`config.mk`:
```
export PLATFORM = sky130hd
export DESIGN_NAME = id_ex_ctrl_stage_flat
export DESIGN_NICKNAME = d
export VERILOG_FILES = /design/src/rtl/pipe_ctrl_pkg.sv /design/src/rtl/id_ex_ctrl_stage_if.sv /design/src/rtl/main_ctrl_dec.sv /design/src/rtl/id_ex_ctrl_stage.sv /design/src/flat_wrapper.sv
export SDC_FILE = /design/constraint.sdc
export NUM_CORES = 1
export LEC_CHECK = 0
export ABC_AREA = 0
export BUFFER_PORTS_ARGS = -buffer_cell sky130_fd_sc_hd__buf_2
export CAP_MARGIN = 20
export CORE_MARGIN = 5
export CORE_UTILIZATION = 52
export CTS_CLUSTER_SIZE = 25
export DETAILED_ROUTE_END_ITERATION = 7
export PLACE_DENSITY_LB_ADDON = 0.3
export SYNTH_ARGS = -nofsm -noshare
export SYNTH_HDL_FRONTEND = slang
export SYNTH_HIERARCHICAL = 1
export SYNTH_SLANG_ARGS = --single-unit
```
`constraint.sdc`:
```
create_clock -name clk_i -period 5.41 [get_ports clk_i]
set_clock_uncertainty 0.2 [all_clocks]
set_input_delay 0.541 -clock clk_i [delete_from_list [all_inputs] [get_ports clk_i]]
set_output_delay 0.541 -clock clk_i [all_outputs]
set_load 0.03 [all_outputs]
```
`src/rtl/pipe_ctrl_pkg.sv`:
```
// Shared decode definitions for the ID/EX control stage.
// Contents: opcode constants, ALU_op codes, REGDST/MTOR encodings,
// the packed control bundle ctrl_t and the all-zero CTRL_BUBBLE.
// Optional feature macro: ID_EX_CTRL_JUMP_EN (J/JAL decode, see main_ctrl_dec).
package pipe_ctrl_pkg;

  localparam int ALU_OP_BITS = 4;

  localparam logic [5:0] OP_RTYPE = 6'd0;
  localparam logic [5:0] OP_J     = 6'd2;
  localparam logic [5:0] OP_JAL   = 6'd3;
  localparam logic [5:0] OP_BEQ   = 6'd4;
  localparam logic [5:0] OP_BNE   = 6'd5;
  localparam logic [5:0] OP_ADDI  = 6'd8;
  localparam logic [5:0] OP_SLTI  = 6'd10;
  localparam logic [5:0] OP_ORI   = 6'd13;
  localparam logic [5:0] OP_LUI   = 6'd15;
  localparam logic [5:0] OP_LW    = 6'd35;
  localparam logic [5:0] OP_SW    = 6'd43;

  localparam logic [ALU_OP_BITS-1:0] ALU_RTYPE = 4'd0;
  localparam logic [ALU_OP_BITS-1:0] ALU_BEQ   = 4'd2;
  localparam logic [ALU_OP_BITS-1:0] ALU_BNE   = 4'd3;
  localparam logic [ALU_OP_BITS-1:0] ALU_ADDI  = 4'd6;
  localparam logic [ALU_OP_BITS-1:0] ALU_ORI   = 4'd7;
  localparam logic [ALU_OP_BITS-1:0] ALU_LUI   = 4'd8;
  localparam logic [ALU_OP_BITS-1:0] ALU_LW    = 4'd9;
  localparam logic [ALU_OP_BITS-1:0] ALU_SW    = 4'd10;
  localparam logic [ALU_OP_BITS-1:0] ALU_SLTI  = 4'd11;

  localparam logic [1:0] REGDST_RT  = 2'd0;
  localparam logic [1:0] REGDST_RD  = 2'd1;
  localparam logic [1:0] REGDST_R31 = 2'd2;

  localparam logic [1:0] MTOR_ALU = 2'd0;
  localparam logic [1:0] MTOR_MEM = 2'd1;
  localparam logic [1:0] MTOR_PC4 = 2'd2;

  typedef struct packed {
    logic                   regwrite;
    logic                   alusrc;
    logic                   branch;
    logic                   memread;
    logic                   memwrite;
    logic                   jump;
    logic [ALU_OP_BITS-1:0] alu_op;
    logic [1:0]             regdst;
    logic [1:0]             memtoreg;
  } ctrl_t;

  localparam ctrl_t CTRL_BUBBLE = '0;

endpackage

```
`src/rtl/id_ex_ctrl_stage_if.sv`:
```
// Bus between IF/ID + hazard consumers and the ID/EX control stage.
// master: drives instr_i/id_valid_i/flush_i, observes everything else.
// slave : the stage; drives PC/IF-ID write enables, ID/EX register outputs
//         and the stall counter.
interface id_ex_ctrl_stage_if #(
  parameter int ALUOP_W = 4,
  parameter int RA_W    = 5,
  parameter int CNT_W   = 16
);
  logic [31:0]        instr_i;
  logic               id_valid_i;
  logic               flush_i;
  logic               pc_write_o;
  logic               ifid_write_o;
  logic               ex_valid_o;
  logic               ex_regwrite_o;
  logic               ex_alusrc_o;
  logic               ex_branch_o;
  logic               ex_memread_o;
  logic               ex_memwrite_o;
  logic               ex_jump_o;
  logic [ALUOP_W-1:0] ex_alu_op_o;
  logic [1:0]         ex_regdst_o;
  logic [1:0]         ex_memtoreg_o;
  logic [RA_W-1:0]    ex_rs_o;
  logic [RA_W-1:0]    ex_rt_o;
  logic [RA_W-1:0]    ex_rd_o;
  logic               ex_illegal_o;
  logic [CNT_W-1:0]   stall_cnt_o;

  modport master (
    output instr_i, id_valid_i, flush_i,
    input  pc_write_o, ifid_write_o, ex_valid_o, ex_regwrite_o, ex_alusrc_o,
           ex_branch_o, ex_memread_o, ex_memwrite_o, ex_jump_o, ex_alu_op_o,
           ex_regdst_o, ex_memtoreg_o, ex_rs_o, ex_rt_o, ex_rd_o,
           ex_illegal_o, stall_cnt_o
  );

  modport slave (
    input  instr_i, id_valid_i, flush_i,
    output pc_write_o, ifid_write_o, ex_valid_o, ex_regwrite_o, ex_alusrc_o,
           ex_branch_o, ex_memread_o, ex_memwrite_o, ex_jump_o, ex_alu_op_o,
           ex_regdst_o, ex_memtoreg_o, ex_rs_o, ex_rt_o, ex_rd_o,
           ex_illegal_o, stall_cnt_o
  );
endinterface

```
`src/rtl/main_ctrl_dec.sv`:
```
// Main control decoder: pure combinational opcode -> ctrl_t + illegal flag.
// Ports: i_op (6-bit opcode), o_ctrl (control bundle), o_illegal.
// Macro ID_EX_CTRL_JUMP_EN adds J/JAL decode; without it ops 2/3 are illegal.
// Unused fields are always 0 so nothing undefined leaves the decoder.
module main_ctrl_dec
  import pipe_ctrl_pkg::*;
(
  input  logic [5:0] i_op,
  output ctrl_t      o_ctrl,
  output logic       o_illegal
);

  always_comb begin
    o_ctrl    = CTRL_BUBBLE;
    o_illegal = 1'b0;
    case (i_op)
      OP_RTYPE: begin
        o_ctrl.alu_op   = ALU_RTYPE;
        o_ctrl.regwrite = 1'b1;
        o_ctrl.regdst   = REGDST_RD;
      end
      OP_BEQ: begin
        o_ctrl.alu_op = ALU_BEQ;
        o_ctrl.branch = 1'b1;
      end
      OP_BNE: begin
        o_ctrl.alu_op = ALU_BNE;
        o_ctrl.branch = 1'b1;
      end
      OP_ADDI, OP_SLTI, OP_ORI, OP_LUI: begin
        o_ctrl.alusrc   = 1'b1;
        o_ctrl.regwrite = 1'b1;
        o_ctrl.regdst   = REGDST_RT;
        case (i_op)
          OP_ADDI: o_ctrl.alu_op = ALU_ADDI;
          OP_SLTI: o_ctrl.alu_op = ALU_SLTI;
          OP_ORI:  o_ctrl.alu_op = ALU_ORI;
          default: o_ctrl.alu_op = ALU_LUI;
        endcase
      end
      OP_LW: begin
        o_ctrl.alu_op   = ALU_LW;
        o_ctrl.alusrc   = 1'b1;
        o_ctrl.regwrite = 1'b1;
        o_ctrl.regdst   = REGDST_RT;
        o_ctrl.memtoreg = MTOR_MEM;
        o_ctrl.memread  = 1'b1;
      end
      OP_SW: begin
        o_ctrl.alu_op   = ALU_SW;
        o_ctrl.alusrc   = 1'b1;
        o_ctrl.memwrite = 1'b1;
      end
`ifdef ID_EX_CTRL_JUMP_EN
      OP_J: begin
        o_ctrl.jump = 1'b1;
      end
      OP_JAL: begin
        o_ctrl.jump     = 1'b1;
        o_ctrl.regwrite = 1'b1;
        o_ctrl.regdst   = REGDST_R31;
        o_ctrl.memtoreg = MTOR_PC4;
        o_ctrl.alu_op   = ALU_RTYPE;
      end
`endif
      default: o_illegal = 1'b1;
    endcase
  end

endmodule

```
`src/rtl/id_ex_ctrl_stage.sv`:
```
// ID/EX control stage: decodes the IF/ID instruction, detects load-use
// hazards, and registers the control bundle plus rs/rt/rd into ID/EX.
// Ports: clk_i, rst_i (async, active-low), bus (id_ex_ctrl_stage_if.slave):
//   in : instr_i, id_valid_i, flush_i
//   out: pc_write_o/ifid_write_o (comb), ex_* (registered), stall_cnt_o
// Macro ID_EX_CTRL_JUMP_EN enables J/JAL; by default ex_jump_o is tied 0.
module id_ex_ctrl_stage
  import pipe_ctrl_pkg::*;
#(
  parameter int OP_W    = 6,
  parameter int ALUOP_W = 4,
  parameter int RA_W    = 5,
  parameter int CNT_W   = 16
) (
  input  logic               clk_i,
  input  logic               rst_i,
  id_ex_ctrl_stage_if.slave  bus
);

  logic [OP_W-1:0]  w_op;
  logic [RA_W-1:0]  w_rs, w_rt, w_rd;
  ctrl_t            w_ctrl;
  logic             w_illegal;
  logic             w_hazard;

  ctrl_t            r_ctrl;
  logic             r_valid;
  logic             r_illegal;
  logic [RA_W-1:0]  r_rs, r_rt, r_rd;
  logic [CNT_W-1:0] r_stall_cnt;

  assign w_op = bus.instr_i[31 -: OP_W];
  assign w_rs = bus.instr_i[25 -: RA_W];
  assign w_rt = bus.instr_i[20 -: RA_W];
  assign w_rd = bus.instr_i[15 -: RA_W];

  main_ctrl_dec u_dec (
    .i_op      (w_op),
    .o_ctrl    (w_ctrl),
    .o_illegal (w_illegal)
  );

  // A load in EX whose destination is read in ID must wait one cycle;
  // $0 is never a real dependency.
  assign w_hazard = bus.id_valid_i & r_valid & r_ctrl.memread & (r_rt != '0) &
                    ((r_rt == w_rs) | (r_rt == w_rt));

  // A taken branch/jump squashes ID anyway, so fetch must not freeze.
  assign bus.pc_write_o   = ~(w_hazard & ~bus.flush_i);
  assign bus.ifid_write_o = ~(w_hazard & ~bus.flush_i);

  always_ff @(posedge clk_i or negedge rst_i) begin
    if (!rst_i) begin
      r_ctrl      <= CTRL_BUBBLE;
      r_valid     <= 1'b0;
      r_illegal   <= 1'b0;
      r_rs        <= '0;
      r_rt        <= '0;
      r_rd        <= '0;
      r_stall_cnt <= '0;
    end else if (bus.flush_i || w_hazard || !bus.id_valid_i) begin
      r_ctrl    <= CTRL_BUBBLE;
      r_valid   <= 1'b0;
      r_illegal <= 1'b0;
      r_rs      <= '0;
      r_rt      <= '0;
      r_rd      <= '0;
      // Only bubbles caused by a hazard (and not a flush) are counted.
      if (!bus.flush_i && w_hazard && (r_stall_cnt != '1))
        r_stall_cnt <= r_stall_cnt + 1'b1;
    end else begin
      r_ctrl    <= w_ctrl;
      r_valid   <= 1'b1;
      r_illegal <= w_illegal;
      r_rs      <= w_rs;
      r_rt      <= w_rt;
      r_rd      <= w_rd;
    end
  end

  assign bus.ex_valid_o    = r_valid;
  assign bus.ex_regwrite_o = r_ctrl.regwrite;
  assign bus.ex_alusrc_o   = r_ctrl.alusrc;
  assign bus.ex_branch_o   = r_ctrl.branch;
  assign bus.ex_memread_o  = r_ctrl.memread;
  assign bus.ex_memwrite_o = r_ctrl.memwrite;
  // The decoder only sets jump when J/JAL decode is built in.
  assign bus.ex_jump_o     = r_ctrl.jump;
  assign bus.ex_alu_op_o   = ALUOP_W'(r_ctrl.alu_op);
  assign bus.ex_regdst_o   = r_ctrl.regdst;
  assign bus.ex_memtoreg_o = r_ctrl.memtoreg;
  assign bus.ex_rs_o       = r_rs;
  assign bus.ex_rt_o       = r_rt;
  assign bus.ex_rd_o       = r_rd;
  assign bus.ex_illegal_o  = r_illegal;
  assign bus.stall_cnt_o   = r_stall_cnt;

endmodule

```
`src/flat_wrapper.sv`:
```
// flat-port wrapper written by rule: the top's interface ports become plain ports
module id_ex_ctrl_stage_flat import pipe_ctrl_pkg::*;
#(
  parameter int OP_W    = 6,
  parameter int ALUOP_W = 4,
  parameter int RA_W    = 5,
  parameter int CNT_W   = 16
)
  (clk_i, rst_i, bus_instr_i, bus_id_valid_i, bus_flush_i, bus_pc_write_o, bus_ifid_write_o, bus_ex_valid_o, bus_ex_regwrite_o, bus_ex_alusrc_o, bus_ex_branch_o, bus_ex_memread_o, bus_ex_memwrite_o, bus_ex_jump_o, bus_ex_alu_op_o, bus_ex_regdst_o, bus_ex_memtoreg_o, bus_ex_rs_o, bus_ex_rt_o, bus_ex_rd_o, bus_ex_illegal_o, bus_stall_cnt_o);
  id_ex_ctrl_stage_if #(.ALUOP_W(ALUOP_W), .RA_W(RA_W), .CNT_W(CNT_W)) bus_i ();
  input  logic clk_i;
  input  logic rst_i;
  input wire logic [$bits(bus_i.instr_i)-1:0] bus_instr_i;
  input wire logic [$bits(bus_i.id_valid_i)-1:0] bus_id_valid_i;
  input wire logic [$bits(bus_i.flush_i)-1:0] bus_flush_i;
  output wire logic [$bits(bus_i.pc_write_o)-1:0] bus_pc_write_o;
  output wire logic [$bits(bus_i.ifid_write_o)-1:0] bus_ifid_write_o;
  output wire logic [$bits(bus_i.ex_valid_o)-1:0] bus_ex_valid_o;
  output wire logic [$bits(bus_i.ex_regwrite_o)-1:0] bus_ex_regwrite_o;
  output wire logic [$bits(bus_i.ex_alusrc_o)-1:0] bus_ex_alusrc_o;
  output wire logic [$bits(bus_i.ex_branch_o)-1:0] bus_ex_branch_o;
  output wire logic [$bits(bus_i.ex_memread_o)-1:0] bus_ex_memread_o;
  output wire logic [$bits(bus_i.ex_memwrite_o)-1:0] bus_ex_memwrite_o;
  output wire logic [$bits(bus_i.ex_jump_o)-1:0] bus_ex_jump_o;
  output wire logic [$bits(bus_i.ex_alu_op_o)-1:0] bus_ex_alu_op_o;
  output wire logic [$bits(bus_i.ex_regdst_o)-1:0] bus_ex_regdst_o;
  output wire logic [$bits(bus_i.ex_memtoreg_o)-1:0] bus_ex_memtoreg_o;
  output wire logic [$bits(bus_i.ex_rs_o)-1:0] bus_ex_rs_o;
  output wire logic [$bits(bus_i.ex_rt_o)-1:0] bus_ex_rt_o;
  output wire logic [$bits(bus_i.ex_rd_o)-1:0] bus_ex_rd_o;
  output wire logic [$bits(bus_i.ex_illegal_o)-1:0] bus_ex_illegal_o;
  output wire logic [$bits(bus_i.stall_cnt_o)-1:0] bus_stall_cnt_o;
  assign bus_i.instr_i = bus_instr_i;
  assign bus_i.id_valid_i = bus_id_valid_i;
  assign bus_i.flush_i = bus_flush_i;
  assign bus_pc_write_o = bus_i.pc_write_o;
  assign bus_ifid_write_o = bus_i.ifid_write_o;
  assign bus_ex_valid_o = bus_i.ex_valid_o;
  assign bus_ex_regwrite_o = bus_i.ex_regwrite_o;
  assign bus_ex_alusrc_o = bus_i.ex_alusrc_o;
  assign bus_ex_branch_o = bus_i.ex_branch_o;
  assign bus_ex_memread_o = bus_i.ex_memread_o;
  assign bus_ex_memwrite_o = bus_i.ex_memwrite_o;
  assign bus_ex_jump_o = bus_i.ex_jump_o;
  assign bus_ex_alu_op_o = bus_i.ex_alu_op_o;
  assign bus_ex_regdst_o = bus_i.ex_regdst_o;
  assign bus_ex_memtoreg_o = bus_i.ex_memtoreg_o;
  assign bus_ex_rs_o = bus_i.ex_rs_o;
  assign bus_ex_rt_o = bus_i.ex_rt_o;
  assign bus_ex_rd_o = bus_i.ex_rd_o;
  assign bus_ex_illegal_o = bus_i.ex_illegal_o;
  assign bus_stall_cnt_o = bus_i.stall_cnt_o;
  id_ex_ctrl_stage #(.OP_W(OP_W), .ALUOP_W(ALUOP_W), .RA_W(RA_W), .CNT_W(CNT_W)) u_core (.clk_i(clk_i), .rst_i(rst_i), .bus(bus_i));
endmodule
```
==> qor.csv <==
stage,metric,value,unit
die,fp.coreArea,0.00432,mm2
clocking,postCtsHoldBufs,0,
die,fp-row-count,24,
clocking,cts_setup_buffers,0,
global_routing,antenna_found_initial,0,
layout,diodes,0,
route,firstDrtPassIters,4,
synthesis,synth_edf_count,0,
sta,slew_viol_final,0,
clocking,cts_tree,built,
route,ant_nets,0,
route,via_count,1767,
synthesis,ys_seq_area_frac,0.514,
critical_path,cp_max_fo,17,
synthesis,synth.distinct_cells,42,
clocking,root_buffer,clkbuf_8,
sta,period_minus_slack,2.86,ns
clocking,clk_pin_slew,0.08,ns
sta,worst_pin_slew,0.745,ns
run,drv_cap,0,
global_routing,grt_overflow_total,0,
critical_path,worst_path_max_delay_cell,o22ai_2,
critical_path,critical_path_buf_inv_count,1,
clocking,ctsLongestPathBuffers,2,
critical_path,worstSetupPathType,register to output port,
place,place.port_buffers,73,
sta,fmax,349,MHz
critical_path,crit_chain,xnor2_1 -> nand3_1 -> o22ai_2 -> nand3b_1 -> buf_2,
global_routing,grt_pass1_vias,1740,
route,wl_per_cell,14.4,um
layout,utilization,0.641,
synthesis,ys_ff_latch,47,
critical_path,cp-start-kind,register,
synthesis,synth_area_per_cell,10.9,um2
die,fp.dieW,76.4,um
clocking,post_cts_resized,0,
sta,setup_viol,0,
pwr,power,0.732,mW
die,num_io_pins,85,
sta,hold_violations,14,
critical_path,max_stage_delay,0.59,ns
pwr,peakVddDrop,0.168,mV
place,routabilityCongestion,0.817,
sta,whs,-0.0137,ns
synthesis,netlist_area,0.00229,mm2
critical_path,arrival,2.12,ns
sta,rsz0062_at_grt,false,
pwr,powerDensity,264,mW/mm2
critical_path,critical_path_required,4.67,ns
synthesis,yosysWarnings,6,
die,start_util,0.530,
die,die_height,76.4,um
sta,fin_crit_sh,0.529,
die,die_area,0.00583,mm2
pwr,power.leakage,1.35,nW
worst_hold_path,hold_path_class,input port to asynchronous set/reset pin,
critical_path,critical-path-top-delay-family,compound AO/OA/AOI/OAI gates,
global_routing,grt_pass1_wl,8160,um
synthesis,synth_flop_cell,dfrtp_1,
route,first_iter_violations,124,
status,status,"finished, violations left",
route,vias_per_cell,5.34,
layout,layout.nets,315,
sta,fin_tns_setup,0,ns
place,hpwl,3430,um
layout,drive_gt1_frac,0.323,
clocking,cts_buffers,5,
route,drc,0,
synthesis,async_reset_ff_frac,1.00,
clocking,htree_levels,2,
route,drt_wl_total,4760,um
layout,area_growth,21.0,%
layout,fillers,380,
global_routing,track_usage,0.169,
global_routing,grt_max_degree,48,
synthesis,syn_inst,211,
clocking,clock_latency,0.30,ns
sta,slew_headroom,0.503,
critical_path,endpoint_kind,output port,
clocking,cts.sinks,47,
status,violations,negative hold slack,
[report_power, final]
part | switching (mW) | internal, mW
Combinational | 0.0472 | 0.0269
Sequential | 0.00342 | 0.357
Clock | 0.112 | 0.185
Total | 0.163 | 0.569
[final cells by class]
class | instances | area, um2 | share of cell area
Multi-Input combinational cell | 148 | 1000 | 0.362
Clock buffer | 6 | 72.6 | 0.0262
Inverter | 2 | 7.51 | 0.00271
Sequential cell | 47 | 1180 | 0.425
Tap cell | 52 | 65.1 | 0.0235
Timing Repair Buffer | 74 | 385 | 0.139
Clock inverter | 2 | 60.1 | 0.0217
[placed cells by master, fill, tap and decap left out, drive strengths merged]
cell,count
clkbuf,6
nor3b,4
inv,2
a221o,1
and3,2
nor4,9
nand4b,2
conb,3
bufinv,2
nand3b,2
nor2b,3
mux2,1
nand2b,1
xnor2,26
nor3,5
and4,1
or4,1
nand2,11
or3b,1
nand3,15
o32a,1
or3,1
nor2,4
nand4,9
ha,1
a21oi,2
and3b,1
o21a,1
buf,74
dfrtp,47
o21ai,5
and2,30
or2,1
o2bb2ai,1
nor4b,1
o22ai,2
[logic make-up (layout without fill, tap and decap cells)]
family                     after synthesis  in the layout  synth area share
and+or+nand+nor                        104            104             0.274
adders and majority gates                1              1           0.00546
buffers and inverters                   18             84            0.0514
DFF                                     47             47             0.514
AOI/OAI and AO/OA                       13             13            0.0492
muxes                                    1              1           0.00492
other                                    1              3           0.00164
xor gates and xnor gates                26             26            0.0995
[synth_stat cells, types with 4 or more instances]
cell type	instances	area [um2]
nand3_1	13	65.1
xnor2_1	26	228
nand4_1	9	56.3
and2_1	30	188
o21ai_0	4	20.0
buf_2	4	20.0
nor4_1	9	56.3
nor3_1	5	25.0
buf_4	6	45.0
nor3b_1	4	30.0
dfrtp_1	47	1180
nand2_1	11	41.3
[flip-flops by register name, summed over array words and instances (netlist names)]
signal	count
u_core/bus.ex_alu_op_o	4
u_core/bus.ex_alusrc_o	1
u_core/bus.ex_branch_o	1
u_core/bus.ex_illegal_o	1
u_core/bus.ex_jump_o	1
u_core/bus.ex_memread_o	1
u_core/bus.ex_memtoreg_o	2
u_core/bus.ex_memwrite_o	1
u_core/bus.ex_rd_o	5
u_core/bus.ex_regdst_o	2
u_core/bus.ex_regwrite_o	1
u_core/bus.ex_rs_o	5
u_core/bus.ex_rt_o	5
u_core/bus.ex_valid_o	1
u_core/bus.stall_cnt_o	16
[per-stage QoR]
step	area (um2)	setup WS [ns]	cells
floorplan	2300	2.65	213
global placement	2620	2.69	322
detailed placement	2620	2.67	322
CTS	2750	2.52	330
global route	2770	2.37	331
finish	2770	2.55	331
[path summary, 6_finish.rpt]
path | cells past startpoint | slack [ns] | to | start
setup / recovery | 5 | 2.55 | bus_pc_write_o | u_core/bus.ex_rt_o[0]
max in group asynchronous | 2 | 4.52 | u_core/bus.stall_cnt_o[0] | rst_i
hold reg to reg | 1 | 0.30 | u_core/bus.stall_cnt_o[15] | u_core/bus.stall_cnt_o[15]
setup reg to reg | 6 | 3.00 | u_core/bus.stall_cnt_o[1] | u_core/bus.stall_cnt_o[0]
hold / removal | 1 | -0.01 | u_core/bus.ex_regdst_o[1] | rst_i
min in group clk_i | 2 | 0.24 | u_core/bus.ex_rd_o[4] | bus_instr_i[15]
[per-layer routing]
metal	vias up	track usage	routed length, um
li1	851	-	-
met1	858	0.195	1970
met2	52	0.303	2470
met3	6	0.0426	240
met4	0	0.0577	74
met5	-	0	0
(Power assumes the default switching activity.)
